$ cat src/rtl/melody_sequencer.sv
// rtl/melody_sequencer.sv - melody ROM player with pause, tempo scaling, loop and learn modes
module melody_sequencer #(
  parameter int ADDR_W     = 9,
  parameter int TICK_DIV   = 100000,
  parameter int BEAT_TICKS = 500,
  parameter int GAP_TICKS  = 50
) (
  input  logic              i_clk,
  input  logic              i_reset,
  input  logic              i_start,
  input  logic              i_stop,
  input  logic              i_pause,
  input  logic [1:0]        i_mode,
  input  logic [1:0]        i_tempo,
  input  logic [ADDR_W-1:0] i_song_base,
  input  logic [ADDR_W-1:0] i_song_len,
  input  logic              i_key_match,
  output logic [ADDR_W-1:0] o_rom_addr,
  input  logic [6:0]        i_rom_data,
  output logic              o_note_on,
  output logic [2:0]        o_note_deg,
  output logic [1:0]        o_note_oct,
  output logic [ADDR_W-1:0] o_note_idx,
  output logic              o_busy,
  output logic              o_waiting_key,
  output logic              o_done
);

  localparam int PRE_W = (TICK_DIV > 1) ? $clog2(TICK_DIV) : 1;
  // Longest note is a half note at half speed: 4 beats.
  localparam int CNT_W = $clog2(4 * BEAT_TICKS + 1);
  localparam logic [1:0] MODE_LEARN = 2'd1;
  localparam logic [1:0] MODE_LOOP  = 2'd2;

  typedef enum logic [2:0] {
    S_IDLE, S_FETCH, S_LOAD, S_GAP, S_SOUND, S_NEXT, S_WAIT_KEY, S_DONE
  } state_t;

  state_t             r_state, w_state_nxt;
  logic [PRE_W-1:0]   r_presc;
  logic [CNT_W-1:0]   r_cnt, r_snd;
  logic [CNT_W-1:0]   w_dur_base, w_dur, w_snd;
  logic [ADDR_W-1:0]  r_base, r_len, r_idx, r_rom_addr;
  logic [ADDR_W-1:0]  w_idx_nxt;
  logic [1:0]         r_mode;
  logic [2:0]         r_deg;
  logic [1:0]         r_oct;
  logic               r_done;
  logic               w_tick, w_last, w_cnt_one, w_advance, w_finish;

  assign w_tick    = (r_presc == PRE_W'(TICK_DIV - 1)) && !i_pause;
  assign w_last    = (r_idx == r_len - ADDR_W'(1));
  assign w_idx_nxt = w_last ? '0 : r_idx + ADDR_W'(1);
  assign w_cnt_one = (r_cnt == CNT_W'(1));
  assign w_finish  = w_advance && w_last && (r_mode != MODE_LOOP);

  // Note duration in ticks from the ROM word, scaled by the current tempo.
  always_comb begin
    w_dur_base = CNT_W'(BEAT_TICKS);
    case (i_rom_data[6:5])
      2'd0:    w_dur_base = CNT_W'(BEAT_TICKS / 2);
      2'd1:    w_dur_base = CNT_W'(BEAT_TICKS);
      2'd2:    w_dur_base = CNT_W'(BEAT_TICKS / 4);
      default: w_dur_base = CNT_W'(2 * BEAT_TICKS);
    endcase
    case (i_tempo)
      2'd1:    w_dur = w_dur_base << 1;
      2'd2:    w_dur = w_dur_base >> 1;
      default: w_dur = w_dur_base;
    endcase
    w_snd = w_dur - CNT_W'(GAP_TICKS);
  end

  // Tick prescaler; frozen while paused, restarted by start/stop.
  always_ff @(posedge i_clk) begin
    if (i_reset)                r_presc <= '0;
    else if (i_pause)           r_presc <= r_presc;
    else if (i_start || i_stop) r_presc <= '0;
    else if (w_tick)            r_presc <= '0;
    else                        r_presc <= r_presc + PRE_W'(1);
  end

  // State register.
  always_ff @(posedge i_clk) begin
    if (i_reset) r_state <= S_IDLE;
    else         r_state <= w_state_nxt;
  end

  // Next-state logic; pause freezes everything, stop beats start.
  always_comb begin
    w_state_nxt = r_state;
    w_advance   = 1'b0;
    if (i_pause) begin
      w_state_nxt = r_state;
    end else if (i_stop) begin
      w_state_nxt = S_IDLE;
    end else if (i_start) begin
      w_state_nxt = (i_song_len == '0) ? S_DONE : S_FETCH;
    end else begin
      case (r_state)
        S_FETCH:    w_state_nxt = S_LOAD;
        S_LOAD:     w_state_nxt = S_GAP;
        S_GAP:      if (w_tick && w_cnt_one) w_state_nxt = S_SOUND;
        S_SOUND:    if (w_tick && w_cnt_one) w_state_nxt = S_NEXT;
        S_NEXT:     if (r_mode == MODE_LEARN) w_state_nxt = S_WAIT_KEY;
                    else                      w_advance   = 1'b1;
        S_WAIT_KEY: if (i_key_match) w_advance = 1'b1;
        default:    w_state_nxt = r_state;
      endcase
      if (w_advance) w_state_nxt = w_finish ? S_DONE : S_FETCH;
    end
  end

  // Datapath: song latch, ROM address, note registers and tick counters.
  always_ff @(posedge i_clk) begin
    if (i_reset) begin
      r_base <= '0; r_len <= '0; r_mode <= '0; r_idx <= '0; r_rom_addr <= '0;
      r_deg  <= '0; r_oct <= '0; r_cnt  <= '0; r_snd <= '0; r_done     <= 1'b0;
    end else begin
      r_done <= 1'b0;
      if (!i_pause) begin
        if (i_stop) begin
          r_idx <= '0; r_rom_addr <= '0; r_deg <= '0; r_oct <= '0; r_cnt <= '0;
        end else if (i_start) begin
          r_base <= i_song_base;
          r_len  <= i_song_len;
          r_mode <= i_mode;
          r_idx  <= '0;
          if (i_song_len == '0) r_done     <= 1'b1;
          else                  r_rom_addr <= i_song_base;
        end else begin
          case (r_state)
            S_LOAD: begin
              r_deg <= i_rom_data[2:0];
              r_oct <= i_rom_data[4:3];
              r_cnt <= CNT_W'(GAP_TICKS);
              r_snd <= w_snd;
            end
            S_GAP:   if (w_tick) r_cnt <= w_cnt_one ? r_snd : r_cnt - CNT_W'(1);
            S_SOUND: if (w_tick) r_cnt <= r_cnt - CNT_W'(1);
            default: r_cnt <= r_cnt;
          endcase
          if (w_advance) begin
            if (w_finish) begin
              r_done <= 1'b1;
            end else begin
              r_idx      <= w_idx_nxt;
              r_rom_addr <= r_base + w_idx_nxt;
            end
          end
        end
      end
    end
  end

  assign o_rom_addr    = r_rom_addr;
  assign o_note_deg    = r_deg;
  assign o_note_oct    = r_oct;
  assign o_note_idx    = r_idx;
  assign o_done        = r_done;
  assign o_busy        = (r_state != S_IDLE) && (r_state != S_DONE);
  assign o_waiting_key = (r_state == S_WAIT_KEY);
  assign o_note_on     = (r_state == S_SOUND) && (r_deg != 3'd0) && (r_oct != 2'd3) && !i_pause;

endmodule

$ cat config.mk
export PLATFORM = sky130hd
export DESIGN_NAME = melody_sequencer
export DESIGN_NICKNAME = d
export VERILOG_FILES = /design/src/rtl/melody_sequencer.sv
export SDC_FILE = /design/constraint.sdc
export NUM_CORES = 1
export LEC_CHECK = 0
export ABC_AREA = 1
export BUFFER_PORTS_ARGS = -buffer_cell sky130_fd_sc_hd__buf_2
export CORE_MARGIN = 4
export CORE_UTILIZATION = 40
export CTS_CLUSTER_DIAMETER = 60
export DETAILED_ROUTE_END_ITERATION = 16
export GPL_ROUTABILITY_DRIVEN = 0
export GPL_TIMING_DRIVEN = 0
export PLACE_DENSITY_LB_ADDON = 0.15
export SLEW_MARGIN = 20
export SYNTH_ARGS = -nofsm -noshare
export SYNTH_HDL_FRONTEND = slang
export SYNTH_SLANG_ARGS = --single-unit
export TNS_END_PERCENT = 20
$ cat constraint.sdc
create_clock -name i_clk -period 3.1 [get_ports i_clk]
set_clock_uncertainty 0.15 [all_clocks]
set_input_delay 0.31 -clock i_clk [delete_from_list [all_inputs] [get_ports i_clk]]
set_output_delay 0.31 -clock i_clk [all_outputs]
set_load 0.005 [all_outputs]
After elaboration in Yosys (flattened, before gate mapping)
Index checks and enable logic that the tools add are counted.
{"block": "op_classes", "n_addsub": 6, "eq_ne": 25, "muxes": 48, "bitwise_logic": 3, "n_reduce_logical": 26}
{"cell": "9-bit two-way mux", "n": 10}
{"cell": "11-bit two-way mux", "n": 5}
{"cell": "17-bit two-way mux", "n": 2}
{"cell": "3-bit two-way mux", "n": 11}
{"cell": "11-bit case mux with 3 select lines", "n": 1}
{"cell": "10-bit case mux with 3 select lines", "n": 1}
{"cell": "11-bit case mux with 2 select lines", "n": 1}
{"cell": "17-bit by 1-bit adder with 17-bit output (second input constant)", "n": 1}
{"cell": "17-bit == test (second input constant)", "n": 1}
{"cell": "3-bit != test (second input constant)", "n": 5}
{"cell": "3-bit case mux with 5 select lines", "n": 1}
{"cell": "1-bit two-way mux", "n": 12}
{"cell": "11-bit by 1-bit == test with 1-bit output (second input constant)", "n": 1}
{"cell": "11-bit by 1-bit subtractor with 11-bit output (second input constant)", "n": 1}
{"cell": "11-bit by 6-bit subtractor with 11-bit output (second input constant)", "n": 1}
{"cell": "5-bit by 4-bit != test with 1-bit output (second input constant)", "n": 2}
{"cell": "5-bit AND reduction", "n": 2}
{"cell": "9-bit by 1-bit adder with 9-bit output (second input constant)", "n": 1}
{"cell": "9-bit adder", "n": 1}
{"cell": "3-bit == test (second input constant)", "n": 3}
{"cell": "9-bit == test", "n": 1}
{"cell": "9-bit zero test", "n": 1}
{"cell": "3-bit AND reduction", "n": 3}
{"cell": "3-bit nonzero test", "n": 3}
{"cell": "20 further kinds", "n": 37}
{"block": "totals", "ff_bits": 86, "input_bits": 35, "out_inout_bits": 27}

Logic depth before layout (Yosys ltp)
{"block": "depth", "ltp_word": 15, "ltp_mapped": 22, "mapped_depth_nobuf": 22}

Worst setup path before layout
No wires, ideal clock.
{"block": "synth_timing", "kind": "reg-to-reg", "from": "register r_len[0]", "to": "register r_rom_addr[8], in the netlist o_rom_addr[8]", "arrival_ns": 2.622, "t_required_ns": 2.880, "slack_ns": 0.259, "stages_incl_launch_ff": 23, "path_buffers": 0, "cell_sequence": "dfxtp_1 > inv_1 > ha_1 > inv_1 > nand2_1 > nand3_1 > nand2_1 > nor2_1 > nand2_1 > nor2_2 > nand3_4 > inv_4 > nor2_1 > ha_1 > fa_1 > nand2_1 > nand3b_1 > nand2_1 > nand2_1 > nand2_1 > nand2_1 > nand3_1 > a21oi_1"}
{"block": "synth_between", "elab_chain_cells": 8}
{"item": "from (decl)", "line_no": "43", "text": "logic [ADDR_W-1:0] r_base, r_len, r_idx, r_rom_addr;"}
{"item": "from (signal assigned)", "line_no": "126", "text": "r_len <= i_song_len;"}
{"item": "9-bit by 1-bit subtractor with 9-bit output *", "line_no": "52", "text": "assign w_last = (r_idx == r_len - ADDR_W'(1));"}
{"item": "9-bit == test *", "line_no": "52"}
{"item": "9-bit two-way mux", "line_no": "53", "text": "assign w_idx_nxt = w_last ? '0 : r_idx + ADDR_W'(1);"}
{"item": "9-bit adder", "line_no": "148", "text": "r_rom_addr <= r_base + w_idx_nxt;"}
{"item": "9-bit two-way mux", "line_no": "144", "text": "if (w_finish) begin"}
{"item": "9-bit two-way mux", "line_no": "143", "text": "if (w_advance) begin"}
{"item": "9-bit two-way mux", "line_no": "124", "text": "end else if (i_start) begin"}
{"item": "9-bit two-way mux", "line_no": "122", "text": "if (i_stop) begin"}
{"item": "to (signal assigned)", "line_no": "130", "text": "else r_rom_addr <= i_song_base;"}
{"item": "to (signal assigned)", "line_no": "148"}
{"item": "to (decl)", "line_no": "43"}
Every way passes the cells marked *; elsewhere a longest branch is shown, timed or not. The select of a mux whose other input is x is not followed.
A chain may end at the register's enable or synchronous reset.

Final worst setup path
Ends and elaborated chain as after synthesis.

==> metrics.md <==
| Metric | Value |
|---|---|
| Outcome | `finished, final reports clean` |
| Peak VDD IR | `0.000231 V` |
| Clock-pin slew on the worst setup and hold paths | `0.06 ns` |
| Post-Synthesis Cells | `808` |
| Critical path arrival | `3.02 ns` |
| CP startpoint kind | `flop` |
| Final setup violation count | `0` |
| Post-Syn Nets | `864` |
| Initial antenna violation count | `0` |
| Final std cells w/o fill | `1061` |
| GRT Overall Usage | `20.3%` |
| Synth Warn # | `0` |
| CTS Buf Count | `9` |
| Maximum root-to-sink buffer count | `2` |
| Detailed Place HPWL | `11.6 mm` |
| Synth Register Bits | `86` |
| Placed cell count | `1040` |
| Worst setup EP type | `flop` |
| CTS sink cnt | `86` |
| Mapped Area | `5300 um2` |
| Final Cell Area | `6230 um2` |
| 1st-pass router iterations | `7` |
| Setup WS pre-CTS | `-0.137 ns` |
| Syn_area_per_cell | `6.56 um2` |
| Rows | `41` |
| Vias in the first global route | `4902` |
| Core region area | `12800 um2` |
| Remaining DRCs | `0` |
| Worst Reg-to-Reg Cells | `22` |
| Number of antenna-violating nets in the routed design | `0` |
| Die width | `123 um` |
| RSZ-0062 raised after global routing | `false` |
| Final-report hold violation count | `0` |
| Final WL | `15.0 mm` |
| Synth cell types | `47` |
| DRT iter0 DRCs | `352` |
| Final period utilization | `92.9%` |
| Htree depth | `3` |
| Worst Slack Setup Final | `0.219 ns` |
| Fmax | `347 MHz` |
| Final Net Count | `940` |
| Largest net degree at the start of global routing | `15` |
| Worst Max-Slew Pin Slew | `0.687 ns` |
| Max-slew violation count | `0` |
| Number of synthesized flops with an enable pin | `0` |
| Setup Crit Path Kind | `flop to flop` |
| Slew headroom | `54.2%` |
| Die area | `15200 um2` |
| Global-route wire length before repair | `24.2 mm` |
| Drt via density | `5.05` |
| LEAKAGE | `2.73 nW` |
| Commonest non-fill, non-tap cells in the layout | `nand2_1 (191), inv_1 (103), a21oi_1 (84), dfxtp_1 (83), nor2_1 (78)` |
| Layout cells sized above 1 | `13.8%` |
| Placed cell area | `5820 um2` |
| Vias | `5363` |
| CTS tree | `yes` |
| CP Max Fanout | `5` |
| Min Clock Period, post-route | `2.88 ns` |
| Die height | `123 um` |
| Buffers on Ports | `60` |
| Top FF cell, synth | `dfxtp_1` |
| Area grow syn2layout | `17.5%` |
| MaxCap Viol Count | `0` |
| WL/cell | `14.1 um` |
| Commonest non-fill, non-tap cell in the layout | `nand2_1` |
| Async S/R FF share, synth | `0%` |
| Worst hold path type | `input pin to flop` |
| Ports | `62` |
| Pwr dens | `450 nW/um2` |
| Fin Setup TNS | `0 ns` |
| Total global routing overflow | `0` |
| Later-pin clock latency in the skew report | `0.35 ns` |
| Initial Utilization | `41.5%` |
| Root buffer cell | `clkbuf_16` |
| Sequential area share after synthesis | `32.5%` |
| Critical path required time | `3.24 ns` |
| Hold depth | `3` |
| Ant. Diodes | `0` |
==> synth_stat cells (7+ instances only) <==
master	number	share of area, %
dfxtp_1	86	32
a221oi_1	7	1.2
ha_1	20	4.7
o21ai_1	8	0.76
nor2_1	79	5.6
clkbuf_1	20	1.4
xor2_1	9	1.5
o21ai_0	52	4.9
nand3_1	43	4.1
xnor2_1	11	1.8
nor3_1	17	1.6
inv_1	105	7.4
nand2_1	191	14
a21oi_1	86	8.1
o211ai_1	7	0.99
nand4_1	8	0.94
==> cell families (layout without fill, tap and decap cells) <==
kind of cell	after synthesis	in the layout	synth area share (%)
and+or+nand+nor	359	359	28.7
AOI/OAI and AO/OA	188	188	20.5
buffers and inverters	134	215	9.89
DFF	86	86	32.5
adders and majority gates	21	21	5.10
xor gates and xnor gates	20	20	3.30
==> through the flow <==
step                      hold slack (ns)  power, mW  utilization (%)
final                              0.0473       2.80             48.8
after global routing               0.0436       2.93             48.8
after CTS                          0.0424       2.82             48.4
after detailed placement            0.308       1.60             45.5
after global placement              0.305       1.60             45.5
after floorplan                     0.294       1.47                -
==> layer usage <==
metal  GRT usage (%)  share of wire, %  up-vias
met5               0                 0        -
met4            4.78               1.3        0
met3            4.48               4.9       20
met2            34.7                48      122
met1            26.0                46     2401
li1                -                 -     2820
==> power breakdown <==
group          leakage (nW)  internal, mW  total, mW  switching [mW]
Sequential            0.700          1.14       1.17          0.0334
Combinational          1.87         0.153      0.415           0.262
Clock                 0.162         0.750       1.21           0.464
Total                  2.73          2.04       2.80           0.759
==> worst max-delay path, cell delays in order, from the launching register on <==
cell and delay (ns):
dfxtp_2 0.35, inv_4 0.05, ha_4 0.23, inv_1 0.05, nand2_1 0.04, nand2_1 0.06, nand3_1 0.07, nor2_1 0.11
nand2_1 0.07, nor2_2 0.12, nand3_4 0.12, inv_6 0.09, nor2_1 0.06, ha_2 0.19, fa_2 0.39, nand2_1 0.06
nand3b_1 0.10, nand2_1 0.09, nand2_1 0.09, nand2_1 0.05, nand2_1 0.07, nand3_2 0.08, a21oi_2 0.15
==> final cells by class <==
type	instances	area (um2)
Timing Repair Buffer	65	338
Clock buffer	11	253
Clock inverter	5	81.3
Sequential cell	86	1730
Buffer	25	113
Tap cell	172	215
Multi-Input combinational cell	588	3090
Fill cell	1342	6540
Inverter	109	417
==> what timing repair did <==
item,in CTS,in global routing
setup buffers,1,4
endpoints found under the setup margin,3,5
hold buffers,0,0
pin swaps,0,5
hold endpoints to repair,0,0
gates resized for setup,3,12
==> flip-flops by register name, indices dropped and copies added, names as in the netlist <==
register / count
o_done: 1
o_note_deg: 3
o_note_idx: 9
o_note_oct: 2
o_rom_addr: 9
r_base: 9
r_cnt: 11
r_len: 9
r_mode: 2
r_presc: 17
r_snd: 11
r_state: 3
==> final timing paths <==
check,start,to,slack [ns]
min,i_song_len[6],r_len[6],0.05
min reg2reg,r_presc[11],r_presc[11],0.32
max reg2reg,r_len[0],o_rom_addr[8],0.22
max,r_len[0],o_rom_addr[8],0.22
Power figures use the tool's default switching activity.
